## src/rtl/gmac_fifo_pkg.sv

```systemverilog
// Shared definitions for the GMAC transmit frame FIFO: write-FSM states
// and the default geometry used by the FIFO and its storage.
package gmac_fifo_pkg;

    localparam int DEF_DATA_WIDTH = 8;
    localparam int DEF_ADDR_BITS  = 4;

    typedef enum logic [1:0] {
        ST_IDLE  = 2'd0,
        ST_FRAME = 2'd1,
        ST_DROP  = 2'd2
    } wstate_t;

    function automatic int depth_of(input int addr_bits);
        return 1 << addr_bits;
    endfunction

endpackage

```

## src/rtl/fifo_mem.sv

```systemverilog
// Entry storage for the frame FIFO: synchronous write, asynchronous read.
module fifo_mem
    import gmac_fifo_pkg::*;
#(
    parameter int WIDTH     = DEF_DATA_WIDTH + 1,
    parameter int ADDR_BITS = DEF_ADDR_BITS
) (
    input  logic                 clk,
    input  logic                 we,
    input  logic [ADDR_BITS-1:0] waddr,
    input  logic [WIDTH-1:0]     wdata,
    input  logic [ADDR_BITS-1:0] raddr,
    output logic [WIDTH-1:0]     rdata
);

    localparam int DEPTH = depth_of(ADDR_BITS);

    logic [WIDTH-1:0] mem [DEPTH];

    always_ff @(posedge clk) begin
        if (we) begin
            mem[waddr] <= wdata;
        end
    end

    assign rdata = mem[raddr];

endmodule

```

## src/rtl/tx_frame_fifo.sv

```systemverilog
// Store-and-forward transmit frame FIFO: a frame becomes readable only once its
// last beat is committed; errored or oversized frames are rewound and dropped.
module tx_frame_fifo
    import gmac_fifo_pkg::*;
#(
    parameter int DATA_WIDTH  = DEF_DATA_WIDTH,
    parameter int ADDR_BITS   = DEF_ADDR_BITS,
    parameter int AFULL_LEVEL = depth_of(ADDR_BITS) - 2
) (
    input  logic                  clk,
    input  logic                  rstn,
    input  logic                  wvalid,
    output logic                  wready,
    input  logic [DATA_WIDTH-1:0] wdata,
    input  logic                  wlast,
    input  logic                  werr,
    output logic                  rvalid,
    input  logic                  rready,
    output logic [DATA_WIDTH-1:0] rdata,
    output logic                  rlast,
    output logic                  full,
    output logic                  empty,
    output logic                  almost_full,
    output logic [ADDR_BITS:0]    level,
    output logic [ADDR_BITS:0]    frame_count,
    output logic                  drop
);

    localparam int PW    = ADDR_BITS + 1;
    localparam int DEPTH = depth_of(ADDR_BITS);
    localparam logic [PW-1:0] DEPTH_P = PW'(DEPTH);
    localparam logic [PW-1:0] AFULL_P = PW'(AFULL_LEVEL);
    localparam logic [PW-1:0] ONE_P   = PW'(1);

    wstate_t       state, state_nxt;
    logic [PW-1:0] rd_ptr, wr_cur, wr_commit;
    logic [PW-1:0] wr_cur_nxt, wr_commit_nxt;
    logic [PW-1:0] span;
    logic          drop_nxt;
    logic          wfire, rfire, mem_we, commit, overflow;
    logic [DATA_WIDTH:0] mem_rdata;

    // Occupancy counts uncommitted beats; the extra pointer MSB separates full from empty.
    assign level       = wr_cur - rd_ptr;
    assign span        = wr_cur - wr_commit;
    assign full        = (wr_cur[ADDR_BITS] != rd_ptr[ADDR_BITS]) &&
                         (wr_cur[ADDR_BITS-1:0] == rd_ptr[ADDR_BITS-1:0]);
    assign empty       = (wr_cur == rd_ptr);
    assign almost_full = (level >= AFULL_P);

    // An open frame spanning the whole memory can never commit, so it is abandoned.
    assign overflow = (state == ST_FRAME) && (span == DEPTH_P);

    assign wready = (state == ST_DROP) ? 1'b1 : !full;
    assign wfire  = wvalid && wready;
    assign mem_we = wfire && (state != ST_DROP) && !(wlast && werr);
    assign commit = mem_we && wlast;

    assign rvalid = (frame_count != '0);
    assign rfire  = rvalid && rready;
    assign rdata  = mem_rdata[DATA_WIDTH-1:0];
    assign rlast  = mem_rdata[DATA_WIDTH];

    fifo_mem #(
        .WIDTH     (DATA_WIDTH + 1),
        .ADDR_BITS (ADDR_BITS)
    ) u_mem (
        .clk   (clk),
        .we    (mem_we),
        .waddr (wr_cur[ADDR_BITS-1:0]),
        .wdata ({wlast, wdata}),
        .raddr (rd_ptr[ADDR_BITS-1:0]),
        .rdata (mem_rdata)
    );

    always_comb begin
        state_nxt     = state;
        wr_cur_nxt    = wr_cur;
        wr_commit_nxt = wr_commit;
        drop_nxt      = 1'b0;
        if (state == ST_DROP) begin
            if (wfire && wlast) begin
                drop_nxt  = 1'b1;
                state_nxt = ST_IDLE;
            end
        end else if (overflow) begin
            wr_cur_nxt = wr_commit;
            state_nxt  = ST_DROP;
        end else if (wfire) begin
            if (wlast && werr) begin
                wr_cur_nxt = wr_commit;
                drop_nxt   = 1'b1;
                state_nxt  = ST_IDLE;
            end else if (wlast) begin
                wr_cur_nxt    = wr_cur + ONE_P;
                wr_commit_nxt = wr_cur + ONE_P;
                state_nxt     = ST_IDLE;
            end else begin
                wr_cur_nxt = wr_cur + ONE_P;
                state_nxt  = ST_FRAME;
            end
        end
    end

    always_ff @(posedge clk or negedge rstn) begin
        if (!rstn) begin
            state       <= ST_IDLE;
            wr_cur      <= '0;
            wr_commit   <= '0;
            rd_ptr      <= '0;
            frame_count <= '0;
            drop        <= 1'b0;
        end else begin
            state     <= state_nxt;
            wr_cur    <= wr_cur_nxt;
            wr_commit <= wr_commit_nxt;
            drop      <= drop_nxt;
            if (rfire) begin
                rd_ptr <= rd_ptr + ONE_P;
            end
            // A commit and a frame-ending read in the same cycle cancel out.
            case ({commit, rfire && rlast})
                2'b10:   frame_count <= frame_count + ONE_P;
                2'b01:   frame_count <= frame_count - ONE_P;
                default: frame_count <= frame_count;
            endcase
        end
    end

endmodule

```

## config.mk

```make
export PLATFORM = sky130hd
export DESIGN_NAME = tx_frame_fifo
export DESIGN_NICKNAME = d
export VERILOG_FILES = /design/src/rtl/gmac_fifo_pkg.sv /design/src/rtl/fifo_mem.sv /design/src/rtl/tx_frame_fifo.sv
export SDC_FILE = /design/constraint.sdc
export NUM_CORES = 1
export LEC_CHECK = 0
export CORE_MARGIN = 8
export CORE_UTILIZATION = 41
export CTS_BUF_LIST = sky130_fd_sc_hd__clkbuf_16
export CTS_CLUSTER_DIAMETER = 30
export DETAILED_ROUTE_END_ITERATION = 16
export PLACE_DENSITY_LB_ADDON = 0.05
export SLEW_MARGIN = 10
export SYNTH_ARGS = -nofsm -noshare
export SYNTH_HDL_FRONTEND = slang
export SYNTH_HIERARCHICAL = 1
export SYNTH_SLANG_ARGS = --single-unit
```

## constraint.sdc

```tcl
create_clock -name clk -period 4.3 [get_ports clk]
set_clock_uncertainty 0.2 [all_clocks]
set_input_delay 0.86 -clock clk [delete_from_list [all_inputs] [get_ports clk]]
set_output_delay 0.86 -clock clk [all_outputs]
set_load 0.02 [all_outputs]
```

==> flow_summary.ini, run 1 <==
[cts]
cts_buffer_depth = 2
postCtsSetupBuffers = 0
hold_fix_buffers_cts = 0
clk_root_buffer_cell = sky130_fd_sc_hd__clkbuf_16
cts.sink_count = 167
clkSlewWorstSetupHoldPaths_ns = 0.06
clock_latency_ns = 0.42
cts_resized = 0
htree_levels = 4
tritoncts.num_buffers = 17
tritoncts_clock_tree = built

[place]
place.port_buffers = 38
dp_hpwl_mm = 10.68
place.gp.congestion = 0.7551

[min_path]
timing.hold.worst.start = frame_count[4]$_DFFE_PN0P_
whs_endpoint = frame_count[4]$_DFFE_PN0P_
worst_hold_path.num_cells = 1
hold_path_class = reg -> reg

[power]
p_int_w = 0.004134
power.switching_w = 0.002120
power_density_nw_per_um2 = 730.4
netSwitchingFraction_pct = 33.90
power.sequential.fraction_pct = 34.4
vdd.ir_drop.worst_mv = 0.9096
pwr-share-clk_pct = 24.0
power.share.combinational_pct = 41.6
cellLeakagePower_nw = 3.061

[drt]
wl_per_cell_um = 22.16
route.layer.met1.wl_mm = 6.845
detail_route.wirelength_mm = 15.85
top_layer_used = met4
drt.antenna.violating_nets = 0
vias_per_cell = 5.333
met2RoutedLength_mm = 8.280
dr_wl_met3_um = 537
post-route-drc-count = 0
drt-pass1-iter-count = 4
vias = 3813
drt_first_iter_violations = 195

[yosys]
yosysTopAreaCell = sky130_fd_sc_hd__edfxtp_1
synth-async-reset-ratio_pct = 13.77
ys_seq_area_share_pct = 68.44
synth_commonest_cells = sky130_fd_sc_hd__edfxtp_1, sky130_fd_sc_hd__dfrtp_1, sky130_fd_sc_hd__nand2_1
yosysTopAreaCellShare_pct = 60.40
post_synth_instance_area_um2 = 7159
count_of_flip_flops_with_a_built_in_enable_after_synthesis = 144
ys.flop_type = sky130_fd_sc_hd__edfxtp_1
count_leader_synth = sky130_fd_sc_hd__edfxtp_1
total_of_flip_flops_plus_latches_after_synthesis = 167
synth_top_cells_by_area = sky130_fd_sc_hd__edfxtp_1, sky130_fd_sc_hd__dfrtp_1, sky130_fd_sc_hd__mux4_2, sky130_fd_sc_hd__mux4_1, sky130_fd_sc_hd__ha_1
synth_warnings = 6
avg_cell_area_syn_um2 = 17.85
post_synth_num_cell_types = 53
synth_cells = 401
syn_nets = 431

[global_route]
global_route.overflow_total = 0
first_pass_grt_wire_length_mm = 24.51
vias_in_the_first_global_route = 4165
maximum_number_of_pins_on_one_net_before_global_route_repair = 31
grt_antenna_before_repair = 0
total_grt_usage_pct = 15.35

[sta]
fin_tns_setup_ns = 0
timing_worst_slew_pin_value_ns = 1.017
rsz0062_at_grt = no
relSlewSlack_pct = 32.01
timing_max_transition_violations_final = 0
final_period_minus_worst_setup_slack_ns = 4.009
setup_viol = 0
max_freq_ghz = 0.2494
timing_hold_violations_final = 0
final_period_util_pct = 93.24

[layout]
antennaDiodeCount = 0
final_core_util_pct = 49.85
layout-drive-gt1-share_pct = 20.00
area.sequential_um2 = 4901
area_delta_synth_final_pct = 19.59
num-fill-cells = 1493
multi_input_comb_area_um2 = 2071
final_net_count = 507

[floorplan]
chipWidth_um = 148.1
placement_row_count = 48
coreArea_um2 = 17180
total_die_area_um2 = 21950
initial_utilization_pct = 41.68
die_h_um = 148.1
floorplan.io_pins = 39

[worst_setup_path]
path_class = reg -> out
worst_r2r_endpoint = frame_count[4]$_DFFE_PN0P_
critical_path_arrival_ns = 2.95
count_of_cells_along_the_worst_register_to_register_path = 11
critical_path_peak_fanout = 10
r2r_slack_ns = 0.81
end_kind = primary output
crit-reg2reg-launch = rd_ptr[0]$_DFFE_PN0N_
cp-start-kind = flip-flop
cp_data_required_time_ns = 3.24

[run_status]
run_status = completed

[job]
drv.max_cap_violation_count = 0
registers in the layout, summed over array words and instances, names as in the netlist:
name / cells
wr_cur: 5
drop: 1
wr_commit: 5
u_mem/mem: 144
rd_ptr: 5
state: 2
frame_count: 5
final cells by class:
cell class	count	area share, %
timing repair buffer	74	7.745
clock buffer	17	4.969
inverter	15	0.6576
clock inverter	15	1.914
sequential	167	57.24
multi-input combinational	202	24.19
tap	225	3.288
per-layer routing:
metal | vias to the layer above | GRT usage [%]
met2 | 67 | 26.60
met1 | 1985 | 18.87
met5 | - | 0
met3 | 12 | 2.917
met4 | 0 | 5.252
li1 | 1749 | -
worst max-delay path: stages, from the launching register on:
cell	delay, ns
sky130_fd_sc_hd__dfrtp_1	0.50
sky130_fd_sc_hd__inv_1	0.18
sky130_fd_sc_hd__ha_1	0.16
sky130_fd_sc_hd__inv_1	0.06
sky130_fd_sc_hd__fa_1	0.39
sky130_fd_sc_hd__a21o_1	0.18
sky130_fd_sc_hd__a21oi_1	0.16
sky130_fd_sc_hd__xnor2_1	0.16
sky130_fd_sc_hd__a31o_2	0.13
sky130_fd_sc_hd__clkdlybuf4s50_1	0.60
layout by cell type (no fill, tap or decap), types with 4 or more instances in the layout:
| cell type | count |
|---|---|
| sky130_fd_sc_hd__mux4_2 | 21 |
| sky130_fd_sc_hd__ha_1 | 14 |
| sky130_fd_sc_hd__a21o_1 | 4 |
| sky130_fd_sc_hd__nand2_1 | 23 |
| sky130_fd_sc_hd__mux2_2 | 4 |
| sky130_fd_sc_hd__dfrtp_1 | 22 |
| sky130_fd_sc_hd__a21oi_1 | 4 |
| sky130_fd_sc_hd__xnor2_1 | 12 |
| sky130_fd_sc_hd__edfxtp_1 | 144 |
| sky130_fd_sc_hd__nor2b_1 | 4 |
| sky130_fd_sc_hd__clkdlybuf4s50_1 | 38 |
| sky130_fd_sc_hd__nor2_1 | 20 |
| sky130_fd_sc_hd__nand3_1 | 5 |
| sky130_fd_sc_hd__a22oi_1 | 18 |
| sky130_fd_sc_hd__xor2_1 | 8 |
| sky130_fd_sc_hd__buf_4 | 35 |
| sky130_fd_sc_hd__clkbuf_16 | 17 |
| sky130_fd_sc_hd__mux4_1 | 15 |
| sky130_fd_sc_hd__o21ai_0 | 7 |
| sky130_fd_sc_hd__inv_1 | 19 |
cell families (layout without fill, tap and decap cells):
family,after synthesis,in the layout,synth area share (%)
buffers and inverters,32,121,2.779
multiplexers,43,43,13.23
XOR/XNOR,20,20,2.447
AO/OA/AOI/OAI,47,47,4.806
AND/OR/NAND/NOR,76,76,5.295
adder cells (fa/ha/maj),16,16,3.006
flip-flops,167,167,68.44
power groups by stage:
stage	registers (W)	clock network, W	logic, W
floorplan	0.00216	0	0.00174
global placement	0.00219	0	0.00264
detailed placement	0.00219	0	0.00264
finish	0.00215	0.00150	0.00260
CTS	0.00216	0.00153	0.00266
global route	0.00219	0.00160	0.00284
stage by stage:
step | hold WS, ns | std cells | total power [W] | instance area (um2) | setup slack, ns
global placement | 0.2994 | 683 | 0.004830 | 7973 | 0.7656
global route | 0.3311 | 715 | 0.006623 | 8562 | 0.08947
CTS | 0.3206 | 715 | 0.006354 | 8562 | 0.2694
floorplan | 0.2702 | 401 | 0.003901 | 7159 | 0.7965
detailed placement | 0.3023 | 683 | 0.004836 | 7973 | 0.7425
finish | 0.3120 | 715 | 0.006254 | 8562 | 0.2907
worst max path at each step:
stage	depth (start not counted)	startpoint	end	slack (ns)
2_1_floorplan	9	rd_ptr[2]$_DFFE_PN0N_	u_mem/mem[0][0]$_DFFE_PP_	0.80
3_3_place_gp	9	wr_cur[0]$_DFFE_PN0P_	almost_full	0.77
3_5_place_dp	11	wvalid	frame_count[4]$_DFFE_PN0P_	0.74
4_1_cts	9	wr_cur[0]$_DFFE_PN0P_	almost_full	0.27
5_1_grt	9	wr_cur[0]$_DFFE_PN0P_	almost_full	0.09
6_report	9	wr_cur[0]$_DFFE_PN0P_	almost_full	0.29
(Power assumes the default switching activity.)
==> inputs of run 2 (changes only) <==
--- a/config.mk
+++ b/config.mk
@@ -7,5 +7,5 @@
 export LEC_CHECK = 0
 export CORE_MARGIN = 8
-export CORE_UTILIZATION = 41
+export CORE_UTILIZATION = 55
 export CTS_BUF_LIST = sky130_fd_sc_hd__clkbuf_16
 export CTS_CLUSTER_DIAMETER = 30
==> constraint.sdc (replaced) <==
create_clock -name clk -period 4.3 [get_ports clk]
set_clock_uncertainty 0.2 [all_clocks]
set_input_delay 0.86 -clock clk [delete_from_list [all_inputs] [get_ports clk]]
set_output_delay 0.86 -clock clk [all_outputs]
set_load 0.05 [all_outputs]
==> run 2 against run 1 <==
Routed wire length down 5.3%; register-to-register slack worse by 0.11 ns; hold slack worse by 0.087 ns; via count up 0.55%; non-clock buffer count down 11; combinational power up 25%; total power up 9.0%; setup slack better by 0.13 ns; highest routed layer unchanged.
==> flow_summary.ini, run 2 (synthesis results as in run 1) <==
[run_status]
run_status = completed

[worst_setup_path]
cp_data_required_time_ns = 3.24
end_kind = primary output
critical_path_arrival_ns = 2.82
critical_path_peak_fanout = 13
cp-start-kind = flip-flop
path_class = reg -> out

[place]
placed_cell_area_um2 = 7844
place.gp.congestion = 0.7717
place.port_buffers = 38
post_place_worst_slack_ns = 0.6721
dp_hpwl_mm = 9.646

[layout]
antennaDiodeCount = 0
final_cell_mix = sky130_fd_sc_hd__edfxtp_1, sky130_fd_sc_hd__clkdlybuf4s50_1, sky130_fd_sc_hd__buf_4
final_design_area_no_fill_um2 = 8387
leading_cell_type_in_the_layout_fill_and_taps_excluded = sky130_fd_sc_hd__edfxtp_1
largest_register_ffs = 144
area.sequential_um2 = 4901
multi_input_comb_area_um2 = 2061
final_net_count = 496
area_delta_synth_final_pct = 17.14
layout-drive-gt1-share_pct = 19.21
num-fill-cells = 885
largest_register = u_mem/mem

[drt]
post-route-drc-count = 0
drt-pass1-iter-count = 7
vias = 3834
drt.antenna.violating_nets = 0
wl_per_cell_um = 23.06
detail_route.wirelength_mm = 15.01
vias_per_cell = 5.889
drt_first_iter_violations = 324

[global_route]
maximum_number_of_pins_on_one_net_before_global_route_repair = 31
met1_usage_pct = 23.60
total_grt_usage_pct = 19.32
grt.met3_usage_pct = 5.386
busiest_layer = met2
globalRouteMet2Util_pct = 31.38
first_pass_grt_wire_length_mm = 23.20
global_route.overflow_total = 0
grt_antenna_before_repair = 0
vias_in_the_first_global_route = 4012

[floorplan]
die_h_um = 130.1
total_die_area_um2 = 16920
floorplan.io_pins = 39
placement_row_count = 41
initial_utilization_pct = 56.50
chipWidth_um = 130.1
coreArea_um2 = 12670

[cts]
clk_root_buffer_cell = sky130_fd_sc_hd__clkbuf_16
htree_levels = 4
cts.sink_count = 167
postCtsSetupBuffers = 0
tritoncts_clock_tree = built
clkSlewWorstSetupHoldPaths_ns = 0.06
cts_resized = 0
tritoncts.num_buffers = 17
hold_fix_buffers_cts = 0
cts_buffer_depth = 2
clock_latency_ns = 0.42

[sta]
max_freq_ghz = 0.2580
rsz0062_at_grt = no
worst_hold_slack_ns = 0.2247
final_period_minus_worst_setup_slack_ns = 3.876
timing_max_transition_violations_final = 0
final_period_util_pct = 90.14
relSlewSlack_pct = 59.09
final.setup.worst_slack_ns = 0.4240
timing_hold_violations_final = 0
setup_viol = 0
timing_worst_slew_pin_value_ns = 0.6124
fin_tns_setup_ns = 0

[min_path]
hold_path_class = in -> async

[job]
drv.max_cap_violation_count = 0

[power]
cellLeakagePower_nw = 3.013
power_density_nw_per_um2 = 812.7
vdd.ir_drop.worst_mv = 1.925
run 2: changes by cell type in the layout (fill, tap and decap cells not counted):
| cell | delta |
|---|---|
| sky130_fd_sc_hd__bufinv_16 | -1 |
| sky130_fd_sc_hd__clkinv_1 | +2 |
| sky130_fd_sc_hd__buf_12 | +4 |
| sky130_fd_sc_hd__nor3_1 | +2 |
| sky130_fd_sc_hd__clkinvlp_4 | -1 |
| sky130_fd_sc_hd__clkdlybuf4s50_1 | -9 |
| sky130_fd_sc_hd__clkinv_2 | +3 |
| sky130_fd_sc_hd__nor3_2 | -2 |
| sky130_fd_sc_hd__buf_2 | +1 |
| sky130_fd_sc_hd__inv_6 | -1 |
| sky130_fd_sc_hd__buf_4 | -7 |
| sky130_fd_sc_hd__clkinv_4 | -2 |
run 2: metal layers:
metal | vias up | share of wire, %
li1 | 1718 | -
met1 | 1959 | 41
met2 | 129 | 49
met3 | 28 | 6.6
met4 | 0 | 3.1
met5 | - | 0
run 2: report_power, final:
group	switching (W)	internal, W	total [W]
logic	0.00190	0.00137	0.00326
registers	0.000171	0.00197	0.00214
clock network	0.000576	0.000835	0.00141
run 2: critical path, cell delays in order, from the launching register on:
cell                              delay (ns)
sky130_fd_sc_hd__dfrtp_2                0.45
sky130_fd_sc_hd__buf_4                  0.30
sky130_fd_sc_hd__mux4_1                 0.58
sky130_fd_sc_hd__a22oi_1                0.20
sky130_fd_sc_hd__nand2_1                0.13
sky130_fd_sc_hd__clkdlybuf4s50_1        0.73
run 2: through the flow:
stage	cells	total power (W)	utilization, %
6_report	651	0.006816	66.19
5_1_grt	651	0.007146	66.19
4_1_cts	651	0.006880	66.23
3_5_place_dp	619	0.005458	61.90
3_3_place_gp	619	0.005441	61.90
2_1_floorplan	401	0.004427	-
run 2: path summary, 6_finish.rpt:
check                           slack, ns                          to  cells past startpoint                        from
worst max register to register       0.70  frame_count[4]$_DFFE_PN0P_                     12       rd_ptr[1]$_DFFE_PN0N_
worst min register to register       0.31  frame_count[4]$_DFFE_PN0P_                      1  frame_count[4]$_DFFE_PN0P_
worst min-delay path                 0.22    wr_commit[4]$_DFFE_PN0P_                      1                        rstn
worst max-delay path                 0.42                       rlast                      5       rd_ptr[0]$_DFFE_PN0N_
min in group clk                     0.31  frame_count[4]$_DFFE_PN0P_                      1  frame_count[4]$_DFFE_PN0P_
max in group asynchronous            3.27       rd_ptr[0]$_DFFE_PN0N_                      1                        rstn
run 2: layout make-up:
type,instances,share of cell area (%)
Sequential cell,167,58.44
Tap cell,172,2.566
Clock inverter,15,1.462
Inverter,15,0.6713
Timing Repair Buffer,63,7.221
Clock buffer,17,5.072
Multi-Input combinational cell,202,24.57
